### config.mk
export PLATFORM = sky130hd
export DESIGN_NAME = adc_em_bank_flat
export DESIGN_NICKNAME = d
export VERILOG_FILES = /design/src/rtl/station_adc_pkg.sv /design/src/rtl/adc_em_bank_if.sv /design/src/rtl/adc_chan_sat.sv /design/src/rtl/adc_em_bank.sv /design/src/flat_wrapper.sv
export SDC_FILE = /design/constraint.sdc
export NUM_CORES = 1
export LEC_CHECK = 0
export CORE_MARGIN = 3
export CORE_UTILIZATION = 40
export DETAILED_ROUTE_END_ITERATION = 10
export SLEW_MARGIN = 25
export SYNTH_ARGS = -nofsm -noshare
export SYNTH_HDL_FRONTEND = slang
export SYNTH_SLANG_ARGS = --single-unit
### constraint.sdc
create_clock -name clk -period 8.5 [get_ports clk]
set_input_delay 1.7 -clock clk [delete_from_list [all_inputs] [get_ports clk]]
set_output_delay 1.7 -clock clk [all_outputs]
set_load 0.01 [all_outputs]
### src/rtl/station_adc_pkg.sv
// Shared constants and helpers for the station ADC emulator bank.
package station_adc_pkg;

   localparam int CLIP_CNT_W = 16;

   // The clear register sits at the all-ones host address.
   function automatic int adc_clr_addr(input int aw);
      return (1 << aw) - 1;
   endfunction

   function automatic logic signed [31:0] sat_to_width(input logic signed [31:0] v,
                                                        input int w);
      logic signed [31:0] hi;
      logic signed [31:0] lo;
      hi = (32'sd1 <<< (w - 1)) - 32'sd1;
      lo = -hi - 32'sd1;
      if (v > hi) return hi;
      if (v < lo) return lo;
      return v;
   endfunction

endpackage

### src/rtl/adc_em_bank_if.sv
// Host configuration bus of the ADC emulator bank: offset/clear writes and clip-counter reads.
interface adc_em_bank_if #(
   parameter int aw = 5
);
   logic          wr_en;
   logic [aw-1:0] wr_addr;
   logic [15:0]   wr_data;
   logic [aw-1:0] rd_addr;
   logic [15:0]   rd_data;

   modport master (output wr_en, wr_addr, wr_data, rd_addr, input rd_data);
   modport slave  (input wr_en, wr_addr, wr_data, rd_addr, output rd_data);
endinterface

### src/rtl/adc_chan_sat.sv
// One emulated ADC channel: offset register, two-stage offset/dither/saturate datapath, clip counter.
module adc_chan_sat
   import station_adc_pkg::*;
#(
   parameter int in_w  = 18,
   parameter int out_w = 16
) (
   input  logic                     clk,
   input  logic                     rst,
   input  logic                     strobe_i,
   input  logic                     vld1_i,
   input  logic                     vld2_i,
   input  logic                     off_we_i,
   input  logic [15:0]              off_data_i,
   input  logic                     clr_i,
   input  logic [in_w-out_w-1:0]    dith_i,
   input  logic signed [in_w-1:0]   in_i,
   output logic [out_w-1:0]         code_o,
   output logic                     clip_o,
   output logic [CLIP_CNT_W-1:0]    cnt_o
);
   localparam int d     = in_w - out_w;
   localparam int acc_w = in_w + 2;

   logic signed [15:0]      off_q;
   logic signed [acc_w-1:0] acc_q, acc_d;
   logic signed [31:0]      q32;
   logic [out_w-1:0]        code_q, code_d;
   logic                    clip_q, clip_d;
   logic [CLIP_CNT_W-1:0]   cnt_q, cnt_d;

   assign acc_d = acc_w'(in_i) + (acc_w'(off_q) <<< d) + signed'(acc_w'(dith_i));

   assign q32    = 32'(acc_q >>> d);
   assign clip_d = (sat_to_width(q32, out_w) != q32);
   assign code_d = out_w'(sat_to_width(q32, out_w));

   // A clear in the same cycle as a clipping sample leaves the counter at zero.
   always_comb begin
      cnt_d = cnt_q;
      if (clr_i)
         cnt_d = '0;
      else if (vld2_i && clip_q && (cnt_q != '1))
         cnt_d = cnt_q + CLIP_CNT_W'(1);
   end

   always_ff @(posedge clk or posedge rst) begin
      if (rst) begin
         off_q  <= '0;
         acc_q  <= '0;
         code_q <= '0;
         clip_q <= 1'b0;
         cnt_q  <= '0;
      end else begin
         if (off_we_i) off_q <= off_data_i;
         if (strobe_i) acc_q <= acc_d;
         if (vld1_i) begin
            code_q <= code_d;
            clip_q <= clip_d;
         end
         cnt_q <= cnt_d;
      end
   end

   assign code_o = code_q;
   assign clip_o = clip_q;
   assign cnt_o  = cnt_q;

endmodule

### src/rtl/adc_em_bank.sv
// Multi-channel ADC emulator: n_chan offset/dither/saturate channels with host offsets and clip counters.
// Dither from rnd is enabled by defining ADC_EM_BANK_DITHER_EN; otherwise the ADC truncates deterministically.
module adc_em_bank
   import station_adc_pkg::*;
#(
   parameter int n_chan = 3,
   parameter int in_w   = 18,
   parameter int out_w  = 16,
   parameter int aw     = 5
) (
   input  logic                    clk,
   input  logic                    rst,
   input  logic                    strobe,
   input  logic [n_chan*in_w-1:0]  in_data,
   input  logic [31:0]             rnd,
   output logic [n_chan*out_w-1:0] adc,
   output logic                    adc_valid,
   output logic [n_chan-1:0]       clip,
   adc_em_bank_if.slave            host
);
   localparam int d = in_w - out_w;
   localparam logic [aw-1:0] clr_addr = aw'(adc_clr_addr(aw));

   logic                  vld1_q, vld2_q;
   logic [15:0]           rd_q, rd_d;
   logic                  clr_hit;
   logic                  unused_rnd;
   logic [CLIP_CNT_W-1:0] cnt [n_chan];

   assign clr_hit    = host.wr_en && (host.wr_addr == clr_addr);
   assign unused_rnd = ^rnd;

   for (genvar k = 0; k < n_chan; k++) begin : g_chan
      logic [d-1:0] dith;
`ifdef ADC_EM_BANK_DITHER_EN
      assign dith = rnd[k*d +: d];
`else
      assign dith = '0;
`endif
      adc_chan_sat #(.in_w(in_w), .out_w(out_w)) u_chan (
         .clk        (clk),
         .rst        (rst),
         .strobe_i   (strobe),
         .vld1_i     (vld1_q),
         .vld2_i     (vld2_q),
         .off_we_i   (host.wr_en && (host.wr_addr == aw'(k))),
         .off_data_i (host.wr_data),
         .clr_i      (clr_hit && host.wr_data[k]),
         .dith_i     (dith),
         .in_i       (in_data[k*in_w +: in_w]),
         .code_o     (adc[k*out_w +: out_w]),
         .clip_o     (clip[k]),
         .cnt_o      (cnt[k])
      );
   end

   always_comb begin
      rd_d = '0;
      for (int k = 0; k < n_chan; k++)
         if (host.rd_addr == aw'(k)) rd_d = cnt[k];
   end

   always_ff @(posedge clk or posedge rst) begin
      if (rst) begin
         vld1_q <= 1'b0;
         vld2_q <= 1'b0;
         rd_q   <= '0;
      end else begin
         vld1_q <= strobe;
         vld2_q <= vld1_q;
         rd_q   <= rd_d;
      end
   end

   assign adc_valid    = vld2_q;
   assign host.rd_data = rd_q;

endmodule

### src/flat_wrapper.sv
// flat-port wrapper written by rule: the top's interface ports become plain ports
module adc_em_bank_flat import station_adc_pkg::*;
#(
   parameter int n_chan = 3,
   parameter int in_w   = 18,
   parameter int out_w  = 16,
   parameter int aw     = 5
)
  (clk, rst, strobe, in_data, rnd, adc, adc_valid, clip, host_wr_en, host_wr_addr, host_wr_data, host_rd_addr, host_rd_data);
  adc_em_bank_if #(.aw(aw)) host_i ();
  input  logic clk;
  input  logic rst;
  input  logic strobe;
  input  logic [n_chan*in_w-1:0] in_data;
  input  logic [31:0] rnd;
  output logic [n_chan*out_w-1:0] adc;
  output logic adc_valid;
  output logic [n_chan-1:0] clip;
  input wire logic [$bits(host_i.wr_en)-1:0] host_wr_en;
  input wire logic [$bits(host_i.wr_addr)-1:0] host_wr_addr;
  input wire logic [$bits(host_i.wr_data)-1:0] host_wr_data;
  input wire logic [$bits(host_i.rd_addr)-1:0] host_rd_addr;
  output wire logic [$bits(host_i.rd_data)-1:0] host_rd_data;
  assign host_i.wr_en = host_wr_en;
  assign host_i.wr_addr = host_wr_addr;
  assign host_i.wr_data = host_wr_data;
  assign host_i.rd_addr = host_rd_addr;
  assign host_rd_data = host_i.rd_data;
  adc_em_bank #(.n_chan(n_chan), .in_w(in_w), .out_w(out_w), .aw(aw)) u_core (.clk(clk), .rst(rst), .strobe(strobe), .in_data(in_data), .rnd(rnd), .adc(adc), .adc_valid(adc_valid), .clip(clip), .host(host_i));
endmodule
==> flow_summary.toml, run 1 <==
[synth]
synth_cells = 1069
async_flop_share_pct = 100
ys_warn_count = 0
synthSimpleGateAreaFrac_pct = 11.8
synth_top_family_by_area = "compound AO/OA/AOI/OAI gates"
dominantRegCellSynth = "dfrtp_1"
ys_types = 56
syn_nets = 1239
synth_compound_area_share_pct = 12.7
syn_area_um2 = 11300
synth_fa_ha_area_share_pct = 8.24
seq_area_frac_synth_pct = 48.0
synth-xor-area-share_pct = 5.13
ys_ff_latch = 216
synthMuxAreaShare_pct = 11.0
syn_avg_cell_area_um2 = 10.5
synth_edf_count = 0

[die]
die_area_um2 = 30200
rows = 60
start_util_pct = 41.2
die_w_um = 174
dieHeight_um = 174
ios = 184
coreArea_um2 = 27300

[clocking]
clk_pin_slew_ps = 60
cts_max_level = 1
hold_buffers = 0
post_cts_resized = 0
insertion_delay_ps = 510
clock_sinks = 216
clockRootBuffer = "clkbuf_16"
post_cts_buffers = 0
cts_tree = "built"
clk_path_buf_depth = 3
cts_buffers = 25

[worst_setup_path]
worstReg2RegEnd = "u_core.g_chan[2].u_chan.acc_q[18]$_DFFE_PP0P_"
worstPathMaxFanout = 3
crit_type = "input port to flop"
crit_required_ps = 8860
r2r_slack_ps = 5820
r2r_cells = 11
endpoint_kind = "flop"
r2r_start = "u_core.g_chan[2].u_chan.off_q[0]$_DFFE_PP0P_"
critPathLaunchType = "input port"
cp.arrival_ps = 4350

[hold_path]
whs_path_depth = 2
worstHoldStart = "u_core.g_chan[0].u_chan.acc_q[14]$_DFFE_PP0P_"
hp-class = "flop to flop"
worstHoldEndpoint = "u_core.g_chan[0].u_chan.acc_q[14]$_DFFE_PP0P_"

[layout]
fillers = 2588
syn2layout_area_growth_pct = 23.1
fin_util_pct = 50.7
nets = 1374
fin_cells = 1594
drive_gt1_share_pct = 13.3

[sta]
max-slew-margin-rel_pct = 38.2
timing.fmax_mhz = 251
fin_setup_tns_ps = 0
min_period_ps = 3990
slew_viol_final = 0
timing_hold_violations_final = 0
fin_skew_ps = 10.2
post-route-period-util_pct = 46.9
worstMarginPinSlew_ps = 927
setup_violations = 0
rsz0062_at_grt = "no"

[routing]
drtAntennaViolNets = 0
dr_wl_met2_um = 12200
m1WireLength_um = 12200
drt_pre_antenna_iters = 5
drtIter0Drc = 375
drc = 0
num_vias = 8277
routedWlPerCell_um = 16.6
via_per_inst = 5.19
wl_um = 26500
highest_layer = "met5"
wl_met3_um = 1380

[grt]
grt_pass1_vias = 8406
grt_pass1_wl_um = 43600
grt_overflow = 0
antenna_found_initial = 5
grt_max_degree = 134
grt_usage_pct = 17.4

[power]
p_per_area_nw_per_um2 = 296
leakagePower_uw = 0.00588
ir_worst_vdd_mv = 0.159

[job]
maxCapViolCount = 0

[placed_design]
dp_hpwl_um = 19600
globalplace.congestion = 0.807
port_buffers = 145
dp_cells = 1549

[status]
status = "complete, no violations"
==> through the flow <==
stage               area [um^2]  worst slack, ps  hold slack, ps  total power [uW]
finish                    13900             4510             485              4100
global route              13900             4380             501              4400
floorplan                 11300              892             406              2560
global placement          13100             4030             474              3060
CTS                       13900             4580             487              4160
detailed placement        13100             4040             473              3090
==> report_power, final <==
part,internal (uW),switching [uW]
Combinational,732,613
Sequential,1400,315
Clock,626,415
==> Yosys cell counts, drive strengths merged, types with 4 or more instances <==
library cell  instances  share of area (%)
a211oi                8               0.53
a21o                 14               0.93
a21oi                61                2.8
a31oi                12               0.67
and2                  5               0.28
and3                 19                1.1
buf                  15               0.64
clkbuf               28               0.93
dfrtp               216                 48
ha                   51                5.7
inv                  46                1.5
maj3                 23                2.0
mux2                104                 10
mux2i                 6               0.53
nand2                71                2.4
nand2b                8               0.44
nand3                17               0.76
nand4                15               0.83
nor2                 97                3.2
nor2b                10               0.62
nor3                 11               0.49
nor4                  4               0.22
o211ai               29                1.9
o21a                  8               0.53
o21ai                74                3.3
o31ai                 4               0.27
or3                  12               0.67
xnor2                33                2.6
xor2                 33                2.6
==> worst max path at each step <==
stage / slack (ps) / end / start / depth (start not counted)
2_1_floorplan: 890 / u_core.adc_valid$_DFF_PP0_ / rst / 1
3_3_place_gp: 4030 / u_core.g_chan[2].u_chan.acc_q[18]$_DFFE_PP0P_ / in_data[38] / 12
3_5_place_dp: 4040 / u_core.g_chan[2].u_chan.acc_q[18]$_DFFE_PP0P_ / in_data[38] / 12
6_report: 4510 / u_core.g_chan[2].u_chan.acc_q[18]$_DFFE_PP0P_ / in_data[38] / 12
5_1_grt: 4380 / u_core.g_chan[2].u_chan.acc_q[18]$_DFFE_PP0P_ / in_data[38] / 12
4_1_cts: 4580 / u_core.g_chan[2].u_chan.acc_q[18]$_DFFE_PP0P_ / in_data[38] / 12
==> placed cells by master (no fill, tap or decap), types with 8 or more instances in the layout <==
| cell type | synthesis | final |
|---|---|---|
| dfrtp_1 | 216 | 215 |
| clkdlybuf4s50_1 | 0 | 144 |
| mux2_2 | 103 | 103 |
| nor2_1 | 97 | 97 |
| nand2_1 | 71 | 71 |
| o21ai_0 | 68 | 68 |
| a21oi_1 | 59 | 59 |
| ha_1 | 51 | 51 |
| inv_1 | 46 | 45 |
| xor2_1 | 33 | 33 |
| xnor2_1 | 33 | 33 |
| o211ai_1 | 29 | 29 |
| clkbuf_16 | 0 | 25 |
| maj3_1 | 23 | 23 |
| and3_1 | 19 | 19 |
| nand3_1 | 17 | 17 |
| nand4_1 | 15 | 15 |
| a21o_1 | 14 | 14 |
| or3_1 | 12 | 12 |
| a31oi_1 | 12 | 12 |
| nor3_1 | 11 | 11 |
| o21a_1 | 8 | 8 |
| a211oi_1 | 8 | 8 |
| nor2b_1 | 9 | 8 |
| nand2b_1 | 8 | 8 |
==> area by class of cell <==
type / instances / area (um^2) / area share [%]
diodes: 2 / 5.00 / 0.0361
clock buffers: 34 / 689 / 4.97
clock inverters: 9 / 104 / 0.749
inverters: 48 / 188 / 1.35
multi-input cells: 762 / 5510 / 39.8
flip-flops and latches: 216 / 5410 / 39.0
well taps: 372 / 465 / 3.36
repair buffers: 151 / 1500 / 10.8
==> sequential cells by signal, summed over array words and instances (netlist names) <==
name and cells:
u_core.g_chan.u_chan.clip_o 3, u_core.g_chan.u_chan.code_o 48, u_core.host.rd_data 16, u_core.g_chan.u_chan.off_q 48, u_core.g_chan.u_chan.acc_q 51, u_core.vld1_q 1
u_core.g_chan.u_chan.cnt_o 48, u_core.adc_valid 1
==> kinds of logic (layout without fill, tap and decap cells) <==
logic type                 after synthesis  count (layout)
and+or+nand+nor                        280             280
AOI/OAI and AO/OA                      229             229
DFF                                    216             216
muxes                                  110             110
buffers and inverters                   91             242
adders and majority gates               77              77
xor gates and xnor gates                66              66
other                                    0               2
==> routing by layer <==
| metal | up-vias | global-route usage, % |
|---|---|---|
| li1 | 4058 | - |
| met1 | 3987 | 23.6 |
| met2 | 173 | 28.4 |
| met3 | 49 | 3.85 |
| met4 | 10 | 4.29 |
| met5 | - | 0 |
==> critical path: stages <==
cell             delay (ps)
clkdlybuf4s50_1         470
ha_1                    200
inv_1                    60
fa_1                    410
nor2b_1                 170
o31a_1                  200
o211ai_1                170
a211o_1                 320
a21oi_1                 140
nor2_1                   80
a221oi_1                300
mux2i_1                 130
(Power assumes the default switching activity.)
==> inputs of run 2 (changes only) <==
Settings changed: PLACE_DENSITY from default to 0.65.
Clock period 8.5 ns to 3.6 ns, I/O delays scaled along.
==> flow_summary.toml, run 2 (synthesis gave the netlist of run 1 again) <==
[sta]
post-route-period-util_pct = 82.5
min_period_ps = 2970
worstMarginPinSlew_ps = 716
setup_slack_ps = 632
fin_skew_ps = 8.25
setup_violations = 0
slew_viol_final = 0
timing.fmax_mhz = 337
fin_setup_tns_ps = 0
timing_hold_violations_final = 0
max-slew-margin-rel_pct = 52.3
rsz0062_at_grt = "no"

[layout]
fillers = 2506
nets = 1377
largest_register_ffs = 51
syn2layout_area_growth_pct = 23.4
fin_util_pct = 50.9
final_common_cell = "dfrtp_1"
fin_area_um2 = 13900
drive_gt1_share_pct = 13.7
top_register = "u_core.g_chan.u_chan.acc_q"
antenna_cells = 0
layout_common_cells = "dfrtp_1, clkdlybuf4s50_1, mux2_2"

[placed_design]
pre_cts_slack_ps = 123
placed_cell_area_um2 = 13100
globalplace.congestion = 0.821
port_buffers = 145
dp_hpwl_um = 19500

[grt]
antenna_found_initial = 3
grt_pass1_vias = 8493
grt_pass1_wl_um = 44300
grt_max_degree = 119
grt_overflow = 0
grt_usage_pct = 17.8

[routing]
via_per_inst = 5.27
wl_um = 26700
dr_wl_met2_um = 12400
wl_met3_um = 1410
highest_layer = "met5"
drtIter0Drc = 524
drt_pre_antenna_iters = 6
routedWlPerCell_um = 16.7
num_vias = 8399
drc = 0
drtAntennaViolNets = 0
m1WireLength_um = 12200

[worst_setup_path]
crit_type = "input port to flop"
endpoint_kind = "flop"
worstPathMaxFanout = 3
critPathLaunchType = "input port"
r2r_cells = 11
crit_required_ps = 3970
cp.arrival_ps = 3330

[power]
ir_worst_vdd_mv = 0.511
leakagePower_uw = 0.00591
total_power_uw = 9700
p_per_area_nw_per_um2 = 698

[clocking]
insertion_delay_ps = 510
clk_pin_slew_ps = 60
clock_sinks = 216
hold_buffers = 0
clockRootBuffer = "clkbuf_16"
cts_tree = "built"
cts_max_level = 1
clk_path_buf_depth = 3
post_cts_resized = 0
cts_buffers = 24
post_cts_buffers = 0

[die]
coreArea_um2 = 27300
die_w_um = 174
rows = 60
die_area_um2 = 30200
ios = 184
dieHeight_um = 174
start_util_pct = 41.2

[hold_path]
hp-class = "flop to flop"
whs_path_depth = 1

[job]
maxCapViolCount = 0

[status]
status = "complete, no violations"
==> run 2: routing by layer <==
layer	vias up	track usage [%]
met5	-	0
met4	6	4.09
met3	50	3.75
met2	194	29.2
met1	4087	24.2
li1	4062	-
==> run 2: critical path: stages <==
cell	delay, ps
clkdlybuf4s50_1	470
ha_1	220
inv_1	70
fa_1	400
nor2b_1	180
o31a_1	210
o211ai_1	160
a211o_1	320
a21oi_1	140
nor2_1	80
a221oi_1	250
mux2i_1	110
==> run 2: worst paths after layout <==
check / from / end / slack [ps]
hold / removal: u_core.g_chan[2].u_chan.acc_q[6]$_DFFE_PP0P_ / u_core.g_chan[2].u_chan.acc_q[6]$_DFFE_PP0P_ / 490
setup / recovery: in_data[38] / u_core.g_chan[2].u_chan.acc_q[18]$_DFFE_PP0P_ / 630
hold reg to reg: u_core.g_chan[2].u_chan.acc_q[6]$_DFFE_PP0P_ / u_core.g_chan[2].u_chan.acc_q[6]$_DFFE_PP0P_ / 490
setup reg to reg: u_core.g_chan[2].u_chan.off_q[0]$_DFFE_PP0P_ / u_core.g_chan[2].u_chan.acc_q[18]$_DFFE_PP0P_ / 960
min in group asynchronous: rst / u_core.g_chan[2].u_chan.acc_q[2]$_DFFE_PP0P_ / 730
max in group asynchronous: rst / u_core.g_chan[0].u_chan.cnt_o[4]$_DFFE_PP0P_ / 2330
==> run 2: layout make-up <==
cell class,instances,area (um^2),share of cell area [%]
inverter,48,184,1.32
sequential,216,5410,38.9
clock buffer,35,733,5.27
timing repair buffer,155,1550,11.1
multi-input combinational,762,5510,39.6
clock inverter,6,55.1,0.396
tap,372,465,3.35
==> run 2: power by group <==
group	internal [uW]	switching, uW
Combinational	1740	1470
Clock	1470	967
Sequential	3310	753
Total	6510	3190
==> run 2: metrics by stage <==
step	std cells	hold WS, ps
after CTS	1594	486
after global routing	1594	500
after global placement	1553	468
after detailed placement	1553	471
after floorplan	1069	406
final	1594	487
